### src/rtl/xif_resp_pkg.sv
// Shared types for the XIF issue/commit/result responder model.
// Entry widths bound the supported ID and result widths.
package xif_resp_pkg;

  localparam int ENT_ID_W   = 4;
  localparam int ENT_DATA_W = 32;
  localparam int LAT_W      = 4;

  typedef enum logic [2:0] {
    FREE      = 3'd0,
    ISSUED    = 3'd1,
    COMMITTED = 3'd2,
    DONE      = 3'd3,
    KILLED    = 3'd4
  } entry_state_e;

  localparam logic [2:0] F3_ADD = 3'b000;
  localparam logic [2:0] F3_SUB = 3'b001;
  localparam logic [2:0] F3_XOR = 3'b010;
  localparam logic [2:0] F3_AND = 3'b011;

  typedef struct packed {
    logic [ENT_ID_W-1:0]   id;
    logic [4:0]            rd;
    logic                  we;
    logic [ENT_DATA_W-1:0] data;
    logic [LAT_W-1:0]      lat_cnt;
    entry_state_e          state;
  } entry_t;

endpackage

### src/rtl/xif_resp_alu.sv
// Combinational decode and ALU for offloaded custom instructions.
// Only rs1 and rs2 take part; any rs3 is ignored.
module xif_resp_alu
  import xif_resp_pkg::*;
#(
  parameter int         X_NUM_RS    = 2,
  parameter int         X_RFR_WIDTH = 32,
  parameter int         X_RFW_WIDTH = 32,
  parameter logic [6:0] OPCODE      = 7'h0B
) (
  input  logic [31:0]                      instr,
  input  logic [X_NUM_RS*X_RFR_WIDTH-1:0]  rs,
  output logic                             accept,
  output logic                             writeback,
  output logic [4:0]                       rd,
  output logic [X_RFW_WIDTH-1:0]           data
);

  logic [2:0]             f3;
  logic [X_RFW_WIDTH-1:0] a;
  logic [X_RFW_WIDTH-1:0] b;
  logic                   unused_bits;

  assign f3 = instr[14:12];
  assign rd = instr[11:7];
  assign a  = X_RFW_WIDTH'(rs[X_RFR_WIDTH-1:0]);
  assign b  = X_RFW_WIDTH'(rs[2*X_RFR_WIDTH-1:X_RFR_WIDTH]);

  // funct3 000..011 are exactly the four supported ops
  assign accept    = (instr[6:0] == OPCODE) && !f3[2];
  assign writeback = accept && (rd != 5'd0);

  always_comb begin
    data = '0;
    unique case (1'b1)
      f3 == F3_ADD: data = a + b;
      f3 == F3_SUB: data = a - b;
      f3 == F3_XOR: data = a ^ b;
      f3 == F3_AND: data = a & b;
      default:      data = '0;
    endcase
  end

  assign unused_bits = ^{instr[31:15], rs};

endmodule

### src/rtl/xif_issue_responder.sv
// XIF coprocessor model: in-order buffer tracking offloads through
// commit/kill and returning results after a fixed latency.
module xif_issue_responder
  import xif_resp_pkg::*;
#(
  parameter int         X_NUM_RS       = 2,
  parameter int         X_RFR_WIDTH    = 32,
  parameter int         X_RFW_WIDTH    = ENT_DATA_W,
  parameter int         X_ID_WIDTH     = ENT_ID_W,
  parameter int         DEPTH          = 4,
  parameter int         RESULT_LATENCY = 2,
  parameter logic [6:0] OPCODE         = 7'h0B
) (
  input  logic                            clk_i,
  input  logic                            rst_i,
  input  logic                            issue_valid_i,
  output logic                            issue_ready_o,
  input  logic [31:0]                     issue_instr_i,
  input  logic [X_ID_WIDTH-1:0]           issue_id_i,
  input  logic [X_NUM_RS*X_RFR_WIDTH-1:0] issue_rs_i,
  input  logic [X_NUM_RS-1:0]             issue_rs_valid_i,
  output logic                            issue_accept_o,
  output logic                            issue_writeback_o,
  input  logic                            commit_valid_i,
  input  logic [X_ID_WIDTH-1:0]           commit_id_i,
  input  logic                            commit_kill_i,
  output logic                            result_valid_o,
  input  logic                            result_ready_i,
  output logic [X_ID_WIDTH-1:0]           result_id_o,
  output logic [X_RFW_WIDTH-1:0]          result_data_o,
  output logic [4:0]                      result_rd_o,
  output logic                            result_we_o,
  output logic [$clog2(DEPTH):0]          inflight_o
);

  localparam int PW = $clog2(DEPTH);
  localparam int CW = PW + 1;
  localparam logic [LAT_W-1:0] LAT = LAT_W'(RESULT_LATENCY);

  entry_t                 ent [DEPTH];
  entry_t                 hd;
  entry_t                 new_ent;
  logic [PW-1:0]          head;
  logic [PW-1:0]          tail;
  logic [CW-1:0]          count;
  logic                   accept;
  logic                   writeback;
  logic [4:0]             rd;
  logic [X_RFW_WIDTH-1:0] alu_data;
  logic                   alloc;
  logic                   pop;
  logic                   same_cmt;
  entry_state_e           cmt_state;
  logic [DEPTH-1:0]       cmt_hit;
  logic [DEPTH-1:0]       dup_hit;
  logic [DEPTH-1:0]       bad_kill;

  xif_resp_alu #(
    .X_NUM_RS    (X_NUM_RS),
    .X_RFR_WIDTH (X_RFR_WIDTH),
    .X_RFW_WIDTH (X_RFW_WIDTH),
    .OPCODE      (OPCODE)
  ) u_alu (
    .instr     (issue_instr_i),
    .rs        (issue_rs_i),
    .accept    (accept),
    .writeback (writeback),
    .rd        (rd),
    .data      (alu_data)
  );

  assign hd = ent[head];

  assign issue_accept_o    = accept;
  assign issue_writeback_o = writeback;
  assign issue_ready_o     = !rst_i
                           && (count < CW'(DEPTH) || !accept)
                           && (&issue_rs_valid_i);

  assign alloc = issue_valid_i && issue_ready_o && accept;
  // killed head drains silently, one per cycle
  assign pop   = (hd.state == DONE && result_ready_i)
              || (hd.state == KILLED);

  assign cmt_state = commit_kill_i ? KILLED
                   : (RESULT_LATENCY == 0) ? DONE : COMMITTED;
  assign same_cmt  = commit_valid_i && (commit_id_i == issue_id_i);

  always_comb begin
    new_ent         = '0;
    new_ent.id      = ENT_ID_W'(issue_id_i);
    new_ent.rd      = rd;
    new_ent.we      = writeback;
    new_ent.data    = ENT_DATA_W'(alu_data);
    new_ent.lat_cnt = LAT;
    new_ent.state   = same_cmt ? cmt_state : ISSUED;
  end

  always_comb begin
    cmt_hit  = '0;
    dup_hit  = '0;
    bad_kill = '0;
    for (int i = 0; i < DEPTH; i++) begin
      cmt_hit[i]  = commit_valid_i && ent[i].state == ISSUED
                 && ent[i].id == ENT_ID_W'(commit_id_i);
      dup_hit[i]  = ent[i].state != FREE
                 && ent[i].id == ENT_ID_W'(issue_id_i);
      bad_kill[i] = commit_valid_i && commit_kill_i
                 && ent[i].state == COMMITTED
                 && ent[i].id == ENT_ID_W'(commit_id_i);
    end
  end

  always_ff @(posedge clk_i) begin
    if (rst_i) begin
      for (int i = 0; i < DEPTH; i++) ent[i] <= '0;
      head  <= '0;
      tail  <= '0;
      count <= '0;
    end else begin
      for (int i = 0; i < DEPTH; i++) begin
        unique case (ent[i].state)
          ISSUED: begin
            if (cmt_hit[i]) begin
              ent[i].state   <= cmt_state;
              ent[i].lat_cnt <= LAT;
            end
          end
          COMMITTED: begin
            ent[i].lat_cnt <= ent[i].lat_cnt - 1'b1;
            if (ent[i].lat_cnt == LAT_W'(1)) ent[i].state <= DONE;
          end
          default: ;
        endcase
      end
      if (pop) begin
        ent[head].state <= FREE;
        head            <= head + PW'(1);
      end
      if (alloc) begin
        ent[tail] <= new_ent;
        tail      <= tail + PW'(1);
      end
      count <= count + CW'(alloc) - CW'(pop);
    end
  end

  assign result_valid_o = !rst_i && hd.state == DONE;
  assign result_id_o    = result_valid_o ? X_ID_WIDTH'(hd.id) : '0;
  assign result_data_o  = result_valid_o ? X_RFW_WIDTH'(hd.data) : '0;
  assign result_rd_o    = result_valid_o ? hd.rd : 5'd0;
  assign result_we_o    = result_valid_o && hd.we;
  assign inflight_o     = count;

  always_ff @(posedge clk_i) begin
    if (!rst_i) begin
      assert (!(alloc && |dup_hit))
        else $error("issue of in-flight id %0d", issue_id_i);
      assert (!(|bad_kill))
        else $error("kill of committed id %0d", commit_id_i);
      assert (count <= CW'(DEPTH))
        else $error("inflight count %0d above depth", count);
    end
  end

endmodule

### config.mk
export PLATFORM = sky130hd
export DESIGN_NAME = xif_issue_responder
export DESIGN_NICKNAME = d
export VERILOG_FILES = /design/src/rtl/xif_resp_pkg.sv /design/src/rtl/xif_resp_alu.sv /design/src/rtl/xif_issue_responder.sv
export SDC_FILE = /design/constraint.sdc
export NUM_CORES = 1
export LEC_CHECK = 0
export ABC_AREA = 1
export ABC_CLOCK_PERIOD_IN_PS = 3730
export BUFFER_PORTS_ARGS = -buffer_cell sky130_fd_sc_hd__buf_2
export CAP_MARGIN = 20
export CELL_PAD_IN_SITES_DETAIL_PLACEMENT = 1
export CELL_PAD_IN_SITES_GLOBAL_PLACEMENT = 2
export CORE_ASPECT_RATIO = 1.25
export CORE_MARGIN = 2
export CORE_UTILIZATION = 35
export DETAILED_ROUTE_END_ITERATION = 7
export PLACE_DENSITY = 0.93
export REMOVE_ABC_BUFFERS = 1
export SKIP_CTS_REPAIR_TIMING = 1
export SLEW_MARGIN = 20
export SYNTH_ARGS = -nofsm -noshare
export SYNTH_HDL_FRONTEND = slang
export SYNTH_SLANG_ARGS = --single-unit
### constraint.sdc
create_clock -name clk_i -period 3.73 [get_ports clk_i]
set_input_delay 0.373 -clock clk_i [delete_from_list [all_inputs] [get_ports clk_i]]
set_output_delay 0.373 -clock clk_i [all_outputs]
set_load 0.01 [all_outputs]
==> results.sh, run 1 <==
export IMPL_grt_pass1_wl_um=71100
export IMPL_cellPowerDensity_mw_per_mm2=447
export IMPL_hold_viol=0
export IMPL_rsz0062_at_grt="no"
export IMPL_drt_iter0_markers=718
export IMPL_period_share_pct=92.9
export IMPL_clock_skew_ns=0.00883
export IMPL_die_x_um=182
export IMPL_synth_area_leaders="edfxtp_1 (39%), nor2_1 (11%), nand2_1 (9.7%)"
export IMPL_final_cell_mix="nor2_1 (402), nand2_1 (354), inv_1 (215), edfxtp_1 (180), buf_2 (143)"
export IMPL_synth_ff_type="edfxtp_1"
export IMPL_fin_cells=2502
export IMPL_cp_start_kind="register"
export IMPL_cts_tree="done"
export IMPL_crit_path_end_kind="output pin"
export IMPL_worstPathCellList="inv_2 -> nand3_1 -> nand2_1 -> nor2_1 -> nand3_4 -> buf_4 -> a21oi_1 -> buf_2"
export IMPL_drive_above_1_share_pct=13.1
export IMPL_globalplace_congestion=0.872
export IMPL_seq_area_frac_synth_pct=42.6
export IMPL_antenna_found_initial=0
export IMPL_hold_path_class="in -> reg"
export IMPL_setup_tns_ns=0
export IMPL_io_buffers=143
export IMPL_remaining_drc_errors=0
export IMPL_die_area_mm2=0.0412
export IMPL_gr_total_overflow=0
export IMPL_grt_pass1_vias=13800
export IMPL_area_growth_pct=15.0
export IMPL_grt_max_degree=59
export IMPL_ant_nets=0
export IMPL_ff_latch_area_mm2=0.00591
export IMPL_post_place_cells=2469
export IMPL_cap_violations=0
export IMPL_root_buffer="clkbuf_16"
export IMPL_numClockSinks=205
export IMPL_ys_types=42
export IMPL_layout_commonest_cell="nor2_1"
export IMPL_ys_ff_latch=205
export IMPL_cts_inserted_buffers=19
export IMPL_synth_cells=1839
export IMPL_core_mm2=0.0391
export IMPL_start_util_pct=35.4
export IMPL_timing_hold_ws_ns=0.203
export IMPL_slowest_stage="dfxtp_2"
export IMPL_cp_arrival_ns=3.09
export IMPL_synth_top_area_share_pct=39.0
export IMPL_io_pins=161
export IMPL_status="finished clean"
export IMPL_tightest_slew_ns=0.703
export IMPL_path_max_fanout=29
export IMPL_clk_path_buf_depth=3
export IMPL_post_place_ws_ns=-0.173
export IMPL_cts_htree_levels=1
export IMPL_clock_latency_ns=0.50
export IMPL_worstPathRequired_ns=3.36
export IMPL_synth_area_mm2=0.0139
export IMPL_maxSlewViolCount=0
export IMPL_critPathKind="reg -> out"
export IMPL_drt_total_wl_um=44900
export IMPL_relSlewSlack_pct=53.1
export IMPL_routedWlPerCell_um=18.0
export IMPL_max_stage_delay_ns=0.57
export IMPL_fin_ws_ns=0.265
export IMPL_vias=12900
export IMPL_netlist_top_cell_by_area="edfxtp_1"
export IMPL_min_period_ns=3.46
export IMPL_antenna_cells=0
export IMPL_std_cell_rows=81
export IMPL_place_hpwl_um=33500
export IMPL_p_leak_uw=0.00721
export IMPL_multiInputGateArea_mm2=0.00680
export IMPL_syn_area_per_cell_um2=7.53
export IMPL_n_fill_cell=4909
export IMPL_num_nets_final=2188
export IMPL_dr_pass1_iters=4
export IMPL_setup_viol=0
export IMPL_ir_drop_v=0.000262
export IMPL_async_flop_share_pct=0
export IMPL_synth_warnings=0
export IMPL_clk_pin_slew_worst_paths_ns=0.07
export IMPL_die_h_um=226
export IMPL_grtUsageTotal_pct=21.8
export IMPL_viasPerCell=5.17
export IMPL_timing_fmax_mhz=289
export IMPL_p_total_uw=7120
export IMPL_synth_edf_count=180
-- area by class of cell --
type / count / area share, %
Inverter: 226 / 5.36
Sequential cell: 205 / 37.1
Clock inverter: 9 / 0.511
Tap cell: 498 / 3.91
Multi-Input combinational cell: 1343 / 42.7
Timing Repair Buffer: 197 / 7.35
Clock buffer: 24 / 3.10
-- cell families after synthesis --
family,Yosys count,share of synthesized area [%]
flip-flops,205,42.6
AND/OR/NAND/NOR,900,26.3
AO/OA/AOI/OAI,324,12.6
buffers and inverters,291,8.61
XOR/XNOR,35,2.21
adder cells (fa/ha/maj),84,7.69
-- worst max-delay path: cells and delay by family, from the launching register on --
kind,cells,cell delay [ns]
AOI/OAI and AO/OA,1,0.35
and+or+nand+nor,4,0.80
DFF,1,0.57
buffers and inverters,3,0.87
-- per-stage QoR --
step                      area (um2)  utilization (%)
after detailed placement       15300             39.2
final                          15900             40.7
after floorplan                13500                -
after CTS                      15900             40.7
after global routing           15900             40.7
after global placement         15300             39.2
-- final timing paths --
path / from / endpoint / slack [ns] / depth (start not counted)
setup / recovery: register / result_data_o[20] / 0.27 / 8
hold / removal: rst_i / inflight_o[1]$_SDFF_PP0_ / 0.20 / 2
setup reg to reg: register / inflight_o[2]$_SDFF_PP0_ / 0.69 / 14
hold reg to reg: ent[3][6]$_SDFFE_PP0P_ / ent[3][6]$_SDFFE_PP0P_ / 0.49 / 2
-- registers in the layout (all words and copies together), names as in the netlist, named ones only --
| register | cells |
|---|---|
| ent | 196 |
| inflight_o | 3 |
| head | 2 |
| tail | 2 |
-- cells in the mapped netlist (all sizes together), types with 8 or more instances --
cell type,count
clkbuf,32
a22oi,29
nor2,410
xnor2,9
nand3,77
dfxtp,25
edfxtp,180
nor3,20
o21ai,138
ha,82
xor2,26
inv,224
or2,8
a21oi,136
nand2,360
buf,33
nand4,14
-- routing by layer --
layer / global-route usage, % / wire length, um / vias to the layer above
met5: 0 / 0 / -
met4: 7.34 / 1230 / 0
met3: 1.59 / 1180 / 64
met2: 43.8 / 24500 / 205
met1: 24.1 / 18000 / 6318
li1: - / - / 6342
-- report_power, final --
group          switching (uW)  internal, uW
Sequential                138          2640
Clock                     837          1020
Combinational            1690           795
(Power assumes the default switching activity.)
==> inputs of run 2 (changes only) <==
Settings changed: ABC_AREA 1 to unset, CORE_UTILIZATION 35 to 39, PLACE_DENSITY 0.93 to 0.92.
==> run 2 against run 1 <==
The run now ends with negative setup slack left. Via count shrank 18%. Utilization is 9.7 points higher. Synthesized cell count fell by 36%. Clock skew fell by 0.0021 ns. Critical endpoint is now ent[1][36]$_SDFFCE_PN0P_. Largest power group unchanged. Highest routed layer unchanged.
==> results.sh, run 2 <==
export IMPL_status="finished, violations left"
export IMPL_failed_checks="negative setup slack"
export IMPL_io_pins=161
export IMPL_path_max_fanout=4
export IMPL_max_stage_delay_ns=0.53
export IMPL_period_share_pct=110
export IMPL_fin_ws_ns=-0.374
export IMPL_drt_iter0_markers=678
export IMPL_yosys_area_share_simple_pct=17.5
export IMPL_netlist_top_cell_by_area="edfxtp_1"
export IMPL_multiInputGateArea_mm2=0.00700
export IMPL_min_period_ns=4.10
export IMPL_drt_total_wl_um=41500
export IMPL_synth_area_mm2=0.0128
export IMPL_std_cell_rows=74
export IMPL_seq_area_frac_synth_pct=46.0
export IMPL_synth_cells=1175
export IMPL_relSlewSlack_pct=33.7
export IMPL_grtUsageTotal_pct=22.7
export IMPL_hold_viol=0
export IMPL_vias=10700
export IMPL_cts_htree_levels=1
export IMPL_synth_top_area_share_pct=42.1
export IMPL_synth_compound_area_share_pct=10.5
export IMPL_top_register="ent"
export IMPL_syn_area_per_cell_um2=10.9
export IMPL_critPathKind="in -> reg"
export IMPL_placed_area_mm2=0.0152
export IMPL_yosys_area_share_xor_xnor_pct=5.60
export IMPL_timing_hold_ws_ns=0.235
export IMPL_maxSlewViolCount=0
export IMPL_synth_top_family_by_area="simple AND/OR/NAND/NOR gates"
export IMPL_die_h_um=207
export IMPL_ff_latch_area_mm2=0.00591
export IMPL_viasPerCell=5.64
export IMPL_grt_max_degree=44
export IMPL_die_area_mm2=0.0344
export IMPL_ant_nets=0
export IMPL_final_area_mm2=0.0164
export IMPL_numClockSinks=205
export IMPL_area_growth_pct=28.0
export IMPL_crit_path_end_kind="register"
export IMPL_rsz0062_at_grt="yes"
export IMPL_start_util_pct=39.4
export IMPL_place_hpwl_um=29000
export IMPL_cp_start_kind="input pin"
export IMPL_drive_above_1_share_pct=34.4
export IMPL_grt_pass1_wl_um=61700
export IMPL_n_fill_cell=3592
export IMPL_antenna_found_initial=0
export IMPL_muxShareOfSynthArea_pct=9.00
export IMPL_cap_violations=0
export IMPL_clk_pin_slew_worst_paths_ns=0.07
export IMPL_synth_most_common_cell="nor2_1"
export IMPL_clock_latency_ns=0.50
export IMPL_synth_edf_count=180
export IMPL_synth_ff_type="edfxtp_1"
export IMPL_fin_cells=1889
export IMPL_gr_total_overflow=0
export IMPL_layout_commonest_cell="edfxtp_1"
export IMPL_async_flop_share_pct=0
export IMPL_globalplace_congestion=0.874
export IMPL_routedWlPerCell_um=22.0
export IMPL_dr_pass1_iters=5
export IMPL_cts_tree="done"
export IMPL_ys_types=81
export IMPL_num_nets_final=1653
export IMPL_clk_path_buf_depth=3
export IMPL_final_cell_mix="edfxtp_1 (180), nor2_1 (177), buf_4 (169), buf_2 (142), ha_1 (78)"
export IMPL_cellPowerDensity_mw_per_mm2=412
export IMPL_setup_tns_ns=-13.29
export IMPL_grt_pass1_vias=11500
export IMPL_setup_viol=52
export IMPL_cts_inserted_buffers=21
export IMPL_ys_ff_latch=205
export IMPL_worstPathCellList="buf_6 -> buf_6 -> or4_4 -> nor4_4 -> buf_4 -> a21oi_4 -> xnor2_1 -> ha_1 -> buf_6 -> buf_6 -> nand2_4 -> nor2_4 -> or3_4 -> a2bb2oi_4 -> a31o_1 -> buf_6 -> a21oi_4 -> xnor2_1 -> a222oi_1 -> buf_4 -> nor2_4"
export IMPL_remaining_drc_errors=0
export IMPL_ir_drop_v=0.000295
export IMPL_slowest_stage="or4_4"
export IMPL_hold_path_class="in -> reg"
export IMPL_timing_fmax_mhz=244
export IMPL_tightest_slew_ns=0.981
export IMPL_synthAdderAreaFrac_pct=8.31
export IMPL_worstPathRequired_ns=3.97
export IMPL_core_mm2=0.0326
export IMPL_synth_area_leaders="edfxtp_1 (42%), ha_1 (8.0%), mux4_2 (7.9%)"
export IMPL_largest_reg_flops=196
export IMPL_p_leak_uw=0.00670
export IMPL_io_buffers=143
export IMPL_die_x_um=166
export IMPL_post_place_cells=1835
export IMPL_clock_skew_ns=0.00671
export IMPL_synth_warnings=0
export IMPL_antenna_cells=0
export IMPL_path_common_cell="buf_6"
export IMPL_cp_arrival_ns=4.34
export IMPL_root_buffer="clkbuf_16"
export IMPL_yosys_top_cells_count="nor2_1 (200), edfxtp_1 (180), ha_1 (82), clkbuf_1 (58), a21oi_1 (53)"
export IMPL_post_place_ws_ns=-0.926
## run 2: cell types whose count changed in the layout (fill, tap and decap cells not counted), sizes merged, moves of 14 or more
cell    before  now
inv        225   36
a22oi       29    2
o21ai      138   49
nor2       410  201
xor2        26   42
buf        197  325
mux4         0   45
xnor2        9   40
nand2      360   53
nand3       77   14
nor2b        0   49
and3         0   41
a21oi      136   55
nand2b       0   14
## run 2: cell type report
cell class / instances / share of cell area (%)
Multi-Input combinational cell: 868 / 42.6
Sequential cell: 205 / 36.0
Timing Repair Buffer: 325 / 13.4
Clock buffer: 25 / 3.29
Tap cell: 418 / 3.19
Inverter: 36 / 0.823
Clock inverter: 12 / 0.709
## run 2: cell families after synthesis
logic type | Yosys count
fa+ha+maj | 84
simple gates | 449
mux | 59
buf+inv | 102
compound gates | 194
flops | 205
xor+xnor | 82
## run 2: metrics by stage
stage                     total power (uW)  util (%)
after floorplan                       3830         -
after global placement                4490      46.5
after detailed placement              4570      46.5
after CTS                             6630      48.5
after global routing                  7050      50.4
final                                 6770      50.4
## run 2: final timing paths
kind | slack (ns) | cells past startpoint | startpoint | to
setup / recovery | -0.37 | 21 | issue_rs_i[32] | ent[1][36]$_SDFFCE_PN0P_
hold / removal | 0.23 | 2 | issue_instr_i[9] | ent[0][42]$_SDFFCE_PN0P_
setup reg to reg | 0.48 | 12 | register | inflight_o[2]$_SDFF_PP0_
hold reg to reg | 0.48 | 2 | ent[3][6]$_SDFFE_PP0P_ | ent[3][6]$_SDFFE_PP0P_
## run 2: per-layer routing
layer	share of wire (%)	vias up	GRT usage, %
met4	3.6	0	8.44
met3	4.1	99	1.70
met2	54	343	44.7
met5	0	-	0
li1	-	4908	-
met1	38	5301	25.7
## run 2: worst max-delay path, delay by kind of cell
family	cells	cell delay (ns)
AND/OR/NAND/NOR	6	1.43
buffers and inverters	7	1.02
AO/OA/AOI/OAI	5	0.94
adder cells (fa/ha/maj)	1	0.33
XOR/XNOR	2	0.23
## run 2: power breakdown
part | leakage (uW) | internal (uW) | total, uW | switching [uW]
clock network | 0.000321 | 1180 | 2080 | 898
logic | 0.00432 | 973 | 1990 | 1020
registers | 0.00206 | 2610 | 2700 | 90.8
